### config.mk
export PLATFORM = sky130hd
export DESIGN_NAME = alu_mul_seq
export DESIGN_NICKNAME = d
export VERILOG_FILES = /design/src/rtl/alu_mul_seq.sv
export SDC_FILE = /design/constraint.sdc
export NUM_CORES = 1
export LEC_CHECK = 0
export ABC_AREA = 1
export CORE_MARGIN = 5
export CORE_UTILIZATION = 45
export CTS_CLUSTER_DIAMETER = 120
export DETAILED_ROUTE_END_ITERATION = 16
export GPL_TIMING_DRIVEN = 1
export PLACE_DENSITY_LB_ADDON = 0.2
export SKIP_LAST_GASP = 1
export SYNTH_ARGS = -nofsm -noshare
export SYNTH_HDL_FRONTEND = slang
export SYNTH_SLANG_ARGS = --single-unit
### constraint.sdc
create_clock -name clk -period 2.5 [get_ports clk]
set_input_delay 0.5 -clock clk [delete_from_list [all_inputs] [get_ports clk]]
set_output_delay 0.5 -clock clk [all_outputs]
set_load 0.005 [all_outputs]
### src/rtl/alu_mul_seq.sv
// Iterative unsigned 32x32->64 shift-add multiplier.
// It has no adder of its own and uses the shared datapath ALU for each add and each carry test.
module alu_mul_seq (
  input  logic        clk,
  input  logic        reset_n,
  input  logic        start,
  input  logic [31:0] mcand,
  input  logic [31:0] mplier,
  output logic        ready,
  output logic        done,
  output logic [31:0] product_hi,
  output logic [31:0] product_lo,
  output logic [3:0]  alu_op,
  output logic [31:0] alu_a,
  output logic [31:0] alu_b,
  input  logic [31:0] alu_out,
  input  logic        alu_zero
);

  // state | meaning
  // IDLE  | ready; hi/lo hold the last product
  // TEST  | inspect lo[0], the current multiplier bit
  // ADD   | ALU computes hi+mc into sum
  // CARRY | ALU compares sum<mc to recover the add carry; shift {carry,sum,lo}
  // SHIFT | multiplier bit was 0; shift {0,hi,lo}
  // DONE  | one-cycle done pulse

  localparam int         WIDTH   = 32;
  localparam logic [3:0] OP_ADD  = 4'b0010;
  localparam logic [3:0] OP_SLT  = 4'b0111;
  localparam logic [3:0] OP_IDLE = 4'b0000;

  typedef enum logic [2:0] {
    IDLE  = 3'd0,
    TEST  = 3'd1,
    ADD   = 3'd2,
    CARRY = 3'd3,
    SHIFT = 3'd4,
    DONE  = 3'd5
  } state_t;

  state_t           state, state_nx;
  logic [WIDTH-1:0] hi, lo, mc, sum;
  logic [4:0]       cnt;
  logic             carry;
  logic             last_bit;

  // The ALU flags sum<mc as a nonzero result, so a wrap shows up as Zero=0.
  assign carry    = ~alu_zero;
  assign last_bit = (cnt == 5'd31);

  always_ff @(posedge clk or negedge reset_n) begin
    if (!reset_n) begin
      state <= IDLE;
    end else begin
      state <= state_nx;
    end
  end

  always_comb begin
    state_nx = state;
    ready    = 1'b0;
    done     = 1'b0;
    alu_op   = OP_IDLE;
    alu_a    = '0;
    alu_b    = '0;
    case (state)
      IDLE: begin
        ready = 1'b1;
        if (start) state_nx = TEST;
      end
      TEST: begin
        state_nx = lo[0] ? ADD : SHIFT;
      end
      ADD: begin
        alu_op   = OP_ADD;
        alu_a    = hi;
        alu_b    = mc;
        state_nx = CARRY;
      end
      CARRY: begin
        alu_op   = OP_SLT;
        alu_a    = sum;
        alu_b    = mc;
        state_nx = last_bit ? DONE : TEST;
      end
      SHIFT: begin
        state_nx = last_bit ? DONE : TEST;
      end
      DONE: begin
        done     = 1'b1;
        state_nx = IDLE;
      end
      default: state_nx = IDLE;
    endcase
  end

  always_ff @(posedge clk or negedge reset_n) begin
    if (!reset_n) begin
      hi  <= '0;
      lo  <= '0;
      mc  <= '0;
      sum <= '0;
      cnt <= '0;
    end else begin
      case (state)
        IDLE: begin
          if (start) begin
            mc  <= mcand;
            lo  <= mplier;
            hi  <= '0;
            cnt <= '0;
          end
        end
        ADD: begin
          sum <= alu_out;
        end
        CARRY: begin
          hi <= {carry, sum[WIDTH-1:1]};
          lo <= {sum[0], lo[WIDTH-1:1]};
          if (!last_bit) cnt <= cnt + 5'd1;
        end
        SHIFT: begin
          hi <= {1'b0, hi[WIDTH-1:1]};
          lo <= {hi[0], lo[WIDTH-1:1]};
          if (!last_bit) cnt <= cnt + 5'd1;
        end
        default: ;
      endcase
    end
  end

  assign product_hi = hi;
  assign product_lo = lo;

endmodule

==> run summary <==
Hold-fix buffers, CTS: 0
Number of synthesized flops with an enable pin: 0
Sequential cell area: 0.003403 mm2
Synthesized area: 0.006305 mm2
Die height: 128.4 um
Total number of vias: 6312
Critical Path Source Type: flip-flop
Layout Skew: 0.006572 ns
Tcrit/Tclk final: 1.007
Core ar.: 0.01383 mm2
Simple-gate share of the synthesized area: 0.3483
Failing checks: negative setup slack
Filler Cell Count: 1071
CTS Sinks: 136
Die Area: 0.01648 mm2
Synth Area in Compound Gates: 0.03056
Hpwl dp: 12930 um
Adder-Cell Fraction of Synth Area: 0.003969
Clock buffer count from CTS: 17
Top-area cell type share of the netlist area: 0.5398
Final core occ: 0.7106
Post-synthesis xor/xnor area fraction: 0.001389
Drt via density: 5.153
N_diodes: 0
Drt initial violations: 542
Final WL: 19900 um
Rel. slew slack: 0.5492
Pre-antenna DRT Iters: 5
Starting Density: 0.4560
Global route overflow: 0
Hold_ws: 0.04707 ns
Mapped Cells: 797
Largest cells by area after synthesis: dfrtp_1 54%, nand2_1 18%, nand3_1 13%
Synth warn: 0
DRC viols: 0
Share of cells above drive strength 1: 0.07943
Area growth, synth to finish: 55.84%
Setup violators final: 1
Status: finished with violations
Max FO, Critical Path: 12
Final Hold Fails: 0
IO buf count: 232
HP Class: in -> async
Syn nets: 899
Main combinational cell family by area after synthesis: simple AND/OR/NAND/NOR gates
Yosys reg bits: 136
Routed Antenna Nets: 0
Number of distinct library cells after synthesis: 24
Row cnt: 43
Clk_lat worst skew: 0.41 ns
Worst VDD drop: 0.0007525 V
Sequential-to-total area share from yosys stat: 0.5398
Worst-path clk slew: 0.06 ns
Final nets: 1135
H-tree depth: 4
CP endpoint kind: primary output
Crit Path Class: reg -> out
Ports: 234
Final Slew Violations: 0
Max-cap violations: 0
Fmax: 397.3 MHz
Min Clock Period, post-route: 2.517 ns
Cell type with the largest total area after synthesis: dfrtp_1
Multiplexer share of the synthesized area: 0
Pleak: 5.601 nW
Top FF cell, synth: dfrtp_1
CTS Root Cell: clkbuf_16
Antenna violations before repair: 0
First-pass GRT wire length: 32110 um
CTS tree: built
Avg Cell Area, Syn: 7.911 um2
Wire per inst: 16.25 um
Clk buf depth: 2
Largest net degree at the start of global routing: 64
Final setup margin: -0.01671 ns
All-Layer GR Usage: 0.2444
Arr. time, crit path: 2.02 ns
CP Data Required Time: 2.00 ns
Multi-input logic area: 0.002449 mm2
Top post-synthesis cells by count: 309 x nand2_1, 165 x nand3_1, 136 x dfrtp_1, 42 x inv_1, 38 x nor2_1
GP Congestion: 0.8075
Unrepaired setup endpoints after global routing: true
Asr flop ratio synth: 1.000
PD cells: 1127 mW/mm2
Power Total: 11.07 mW
Slew at the pin closest to its max-slew limit: 0.6762 ns
Chip width: 128.4 um
Vias in the first global route: 6283
Most common cell in the netlist: nand2_1
## cells in the final DEF (no fill, tap or decap), types with 2 or more instances in the layout
| cell type | n |
|---|---|
| clkbuf_8 | 3 |
| buf_12 | 7 |
| buf_4 | 21 |
| clkbuf_1 | 3 |
| inv_1 | 41 |
| dfrtp_1 | 136 |
| nand2_4 | 2 |
| bufinv_16 | 5 |
| o22ai_1 | 2 |
| nor2_1 | 36 |
| inv_2 | 3 |
| clkbuf_16 | 18 |
| dlymetal6s2s_1 | 50 |
| bufbuf_16 | 2 |
| nand3_2 | 2 |
| nor2_4 | 2 |
| nand4_1 | 2 |
| nand2_2 | 3 |
| nand2_1 | 306 |
| nor2_2 | 2 |
| clkinv_2 | 2 |
| o21ai_0 | 34 |
| o21ai_1 | 2 |
| buf_6 | 5 |
| dlygate4sd2_1 | 10 |
| clkdlybuf4s50_1 | 171 |
| nand3_1 | 164 |
| ha_1 | 2 |
## kinds of logic (layout without fill, tap and decap cells)
logic type	after synthesis	count (layout)
AND/OR/NAND/NOR	520	520
buffers and inverters	99	347
other	1	1
flip-flops	136	136
XOR/XNOR	1	1
AO/OA/AOI/OAI	38	38
adder cells (fa/ha/maj)	2	2
## repair_timing
action                     CTS  global route
setup endpoints to repair   67            56
buffers inserted             9             7
gates resized for setup     24            61
pin swaps                    1             1
gates cloned                 3             1
## flip-flops by register name, indices dropped and copies added (netlist names)
register and cells:
product_lo 32, cnt 5, state 3, sum 32
product_hi 32, mc 32
## power by group
group	switching, mW	internal [mW]
registers	0.669	3.17
logic	2.37	2.13
clock network	0.894	1.84
## worst max-delay path: stages, from the launching register on
cell and delay (ns):
dfrtp_1 0.42, nor2_4 0.19, buf_6 0.13, buf_6 0.11, buf_16 0.13, nand3_1 0.06, nand2_1 0.07, clkdlybuf4s50_1 0.49
## worst paths after layout
path	startpoint	slack, ns	to	depth (start not counted)
min	reset_n	0.05	product_hi[13]	1
min reg2reg	sum[12]	0.47	sum[12]	2
max in group asynchronous	reset_n	1.71	mc[8]	2
min in group clk	sum[12]	0.47	sum[12]	2
max	state[2]	-0.02	alu_a[17]	7
max reg2reg	state[1]	0.38	product_lo[21]	10
## through the flow
step	std cells	TNS (ns)	cell area, um2	worst slack [ns]
floorplan	797	0	6305	0.8194
global placement	1174	0	8747	0.2327
detailed placement	1174	0	8747	0.1904
CTS	1217	-0.1381	9585	-0.02553
global route	1225	-0.4682	9826	-0.1290
finish	1225	-0.01671	9826	-0.01671
## final cells by class
cell class                      count  area share
Clock inverter                      8     0.01706
Multi-Input combinational cell    562      0.2492
Clock buffer                       23     0.04864
Sequential cell                   136      0.3464
Tap cell                          180     0.02292
Inverter                           47     0.01948
Timing Repair Buffer              269      0.2963
## routing by layer
layer	share of wire	GRT usage	vias to the layer above
li1	-	-	3010
met1	0.40	0.3183	2977
met2	0.48	0.3938	298
met3	0.099	0.08053	27
met4	0.016	0.06742	0
met5	0	0	-
Power figures use the tool's default switching activity.
==> RTL change (config.mk and constraints unchanged) <==
Re-encode `state_t` (6 states) as Gray code, 3 bits wide.
--- a/src/rtl/alu_mul_seq.sv
+++ b/src/rtl/alu_mul_seq.sv
@@ -31,12 +31,12 @@
   localparam logic [3:0] OP_IDLE = 4'b0000;
 
   typedef enum logic [2:0] {
-    IDLE  = 3'd0,
-    TEST  = 3'd1,
-    ADD   = 3'd2,
-    CARRY = 3'd3,
-    SHIFT = 3'd4,
-    DONE  = 3'd5
+    IDLE  = 3'b000,
+    TEST  = 3'b001,
+    ADD   = 3'b011,
+    CARRY = 3'b010,
+    SHIFT = 3'b110,
+    DONE  = 3'b111
   } state_t;
 
   state_t           state, state_nx;
Check against the original RTL: same outputs for any inputs over 4 cycles, from zero or initial values and one cycle with reset_n low; so few cycles prove little.
==> RTL change against the original RTL <==
- register-to-register slack better by 0.30 ns
- sequential cell count unchanged
- hold slack worse by 0.016 ns
- setup slack better by 0.027 ns
- final area down 0.39%
- power up 15%
- synthesized area up 1.3%
- routed wire length down 10%
- largest power group unchanged
==> RTL change: results (changes against the original RTL) <==
** Routing
- Router iterations before antenna repair :: 4 (was 5)
- Count of routing violations after the opening detailed-route iteration :: 362 (was 542)
- The total wire length came to 17900 µm (was 19900 µm).
- DR WL/cell :: 14.3 µm (was 16.2 µm)
- The via count normalized by instance count was 4.75 (was 5.15).

** Final layout
- The number of inserted filler cells in the final layout is 1130 (was 1071).
- The fraction of final layout cells sized beyond drive strength 1 was 7.49% (was 7.94%).

** Setup path
- The register-to-register setup slack is 0.68 ns (was 0.38 ns).
- Capture instance of the worst register-to-register path :: cnt[4]$_DFFE_PN0P_ (was product_lo[21]$_DFFE_PN0P_)
- Data arrival at the endpoint of the critical path :: 1.99 ns (was 2.02 ns)
- The maximum fanout encountered on the critical timing path is 18 (was 12).
- Worst-case reg-to-reg path depth :: 8 (was 10)
- Worst path max stage delay :: 0.53 ns (was 0.49 ns)

** Placed design
- The number of buffers added on ports is 232 (unchanged).
- The placed instance count is 1201 (was 1174).
- Placed cell area :: 8890 µm² (was 8750 µm²)
- HPWL after detailed placement :: 11800 µm (was 12900 µm)
- The minimum setup slack after placement came to 0.207 ns (was 0.190 ns).
- Placer's final routability congestion estimate :: 0.818 (was 0.808)

** Synthesis
- Synth top area cells :: dfrtp_1 (53%), nand2_1 (11%), inv_1 (7.8%), nor2_1 (6.1%), o21ai_0 (5.9%) (was dfrtp_1 (54%), nand2_1 (18%), nand3_1 (13%), o21ai_0 (2.7%), inv_1 (2.5%))
- Synth warn :: 0 (unchanged)
- Cell count after synthesis :: 820 (was 797)
- Register area share after synthesis :: 53.3% (was 54.0%)
- The adder and majority gate portion of the synthesized area came to 0.392% (was 0.397%).
- The post-synth net total came to 922 (was 899).
- The fraction of the mapped netlist area in compound gates came to 15.7% (was 3.06%).
- The multiplexer fraction of the synthesized cell area was 0% (unchanged).
- The area share of xor/xnor cells in the synthesized design came to 0% (was 0.139%).
- Most numerous cell types in the synthesized netlist :: nand2_1 (185), dfrtp_1 (136), inv_1 (133) (was nand2_1 (309), nand3_1 (165), dfrtp_1 (136))

** Pwr
- The worst ir drop on vdd was 0.643 mV (was 0.753 mV).
- The switching power was 4.66 mW (was 3.93 mW).
- The static leakage is 5.22 nW (was 5.60 nW).

** Clock network
- Count of H-tree levels built during CTS :: 4 (unchanged)
- The CTS clock-pin slew for the worst setup and hold paths is 0.06 ns (about the same).
- Root Buffer :: clkbuf_16 (unchanged)
- The number of buffers added by the clock tree synthesis step is 17 (unchanged).

** GRT
- The initial antenna violation count came to 0 (unchanged).
- The global-route wire length before repair came to 28500 µm (was 32100 µm).
- Combined global-route utilization of all metal layers :: 21.3% (was 24.4%)
- Maximum number of pins on one net before global-route repair :: 65 (was 64)
- Via count of the first global-routing pass :: 5766 (was 6283)

** Timing
- Measured slew at the worst slew-check pin :: 0.573 ns (was 0.676 ns)
- The worst hold margin came to 0.0312 ns (was 0.0471 ns).
- The clock tree skew after final layout was 0.00450 ns (was 0.00657 ns).
- Share of the clock period used by the worst path after layout :: 99.6% (was 101%)

** Status
- Result of the run: finished clean (was finished, violations left).
==> RTL change: what timing repair did <==
| action | 4_1_cts | 5_1_grt |
|---|---|---|
| pin swaps | 1 | 0 |
| gates cloned | 1 | 2 |
| buffers inserted | 8 | 4 |
| setup endpoints to repair | 65 | 27 |
| resized for setup | 47 | 25 |
==> RTL change: cell type report <==
cell class | count | area [µm²] | area share (%)
Inverter | 138 | 518 | 5.29
Clock inverter | 13 | 225 | 2.30
Tap cell | 180 | 225 | 2.30
Timing Repair Buffer | 263 | 2720 | 27.8
Multi-Input combinational cell | 499 | 2250 | 22.9
Sequential cell | 136 | 3410 | 34.8
Clock buffer | 19 | 443 | 4.53
==> RTL change: cells by family after synthesis <==
family	Yosys count
AOI/OAI and AO/OA	192
adders and majority gates	2
buffers and inverters	185
DFF	136
other	1
and+or+nand+nor	304
==> RTL change: how the worst max path moves through the flow <==
| stage | to | from |
|---|---|---|
| finish | alu_a[8] | state[1]$_DFFE_PN0P_ |
| global route | alu_a[8] | state[1]$_DFFE_PN0P_ |
| CTS | alu_a[8] | state[1]$_DFFE_PN0P_ |
| detailed placement | alu_a[5] | state[2]$_DFFE_PN0P_ |
| global placement | alu_a[5] | state[2]$_DFFE_PN0P_ |
| floorplan | alu_op[2] | state[1]$_DFFE_PN0P_ |
==> RTL change: power groups by stage <==
stage	registers [mW]	logic [mW]	clock network [mW]
after floorplan	3.78	3.11	0
after global placement	3.82	5.93	0
after detailed placement	3.85	6.04	0
after CTS	3.84	6.11	2.86
after global routing	3.98	6.91	2.95
final	3.84	6.13	2.81
==> RTL change: metal layers <==
layer / share of wire (%) / vias to the layer above / global-route usage (%)
met5: 0 / - / 0
met4: 1.5 / 0 / 6.18
met3: 8.4 / 20 / 6.80
met2: 47 / 178 / 33.8
met1: 43 / 2714 / 28.1
li1: - / 3021 / -
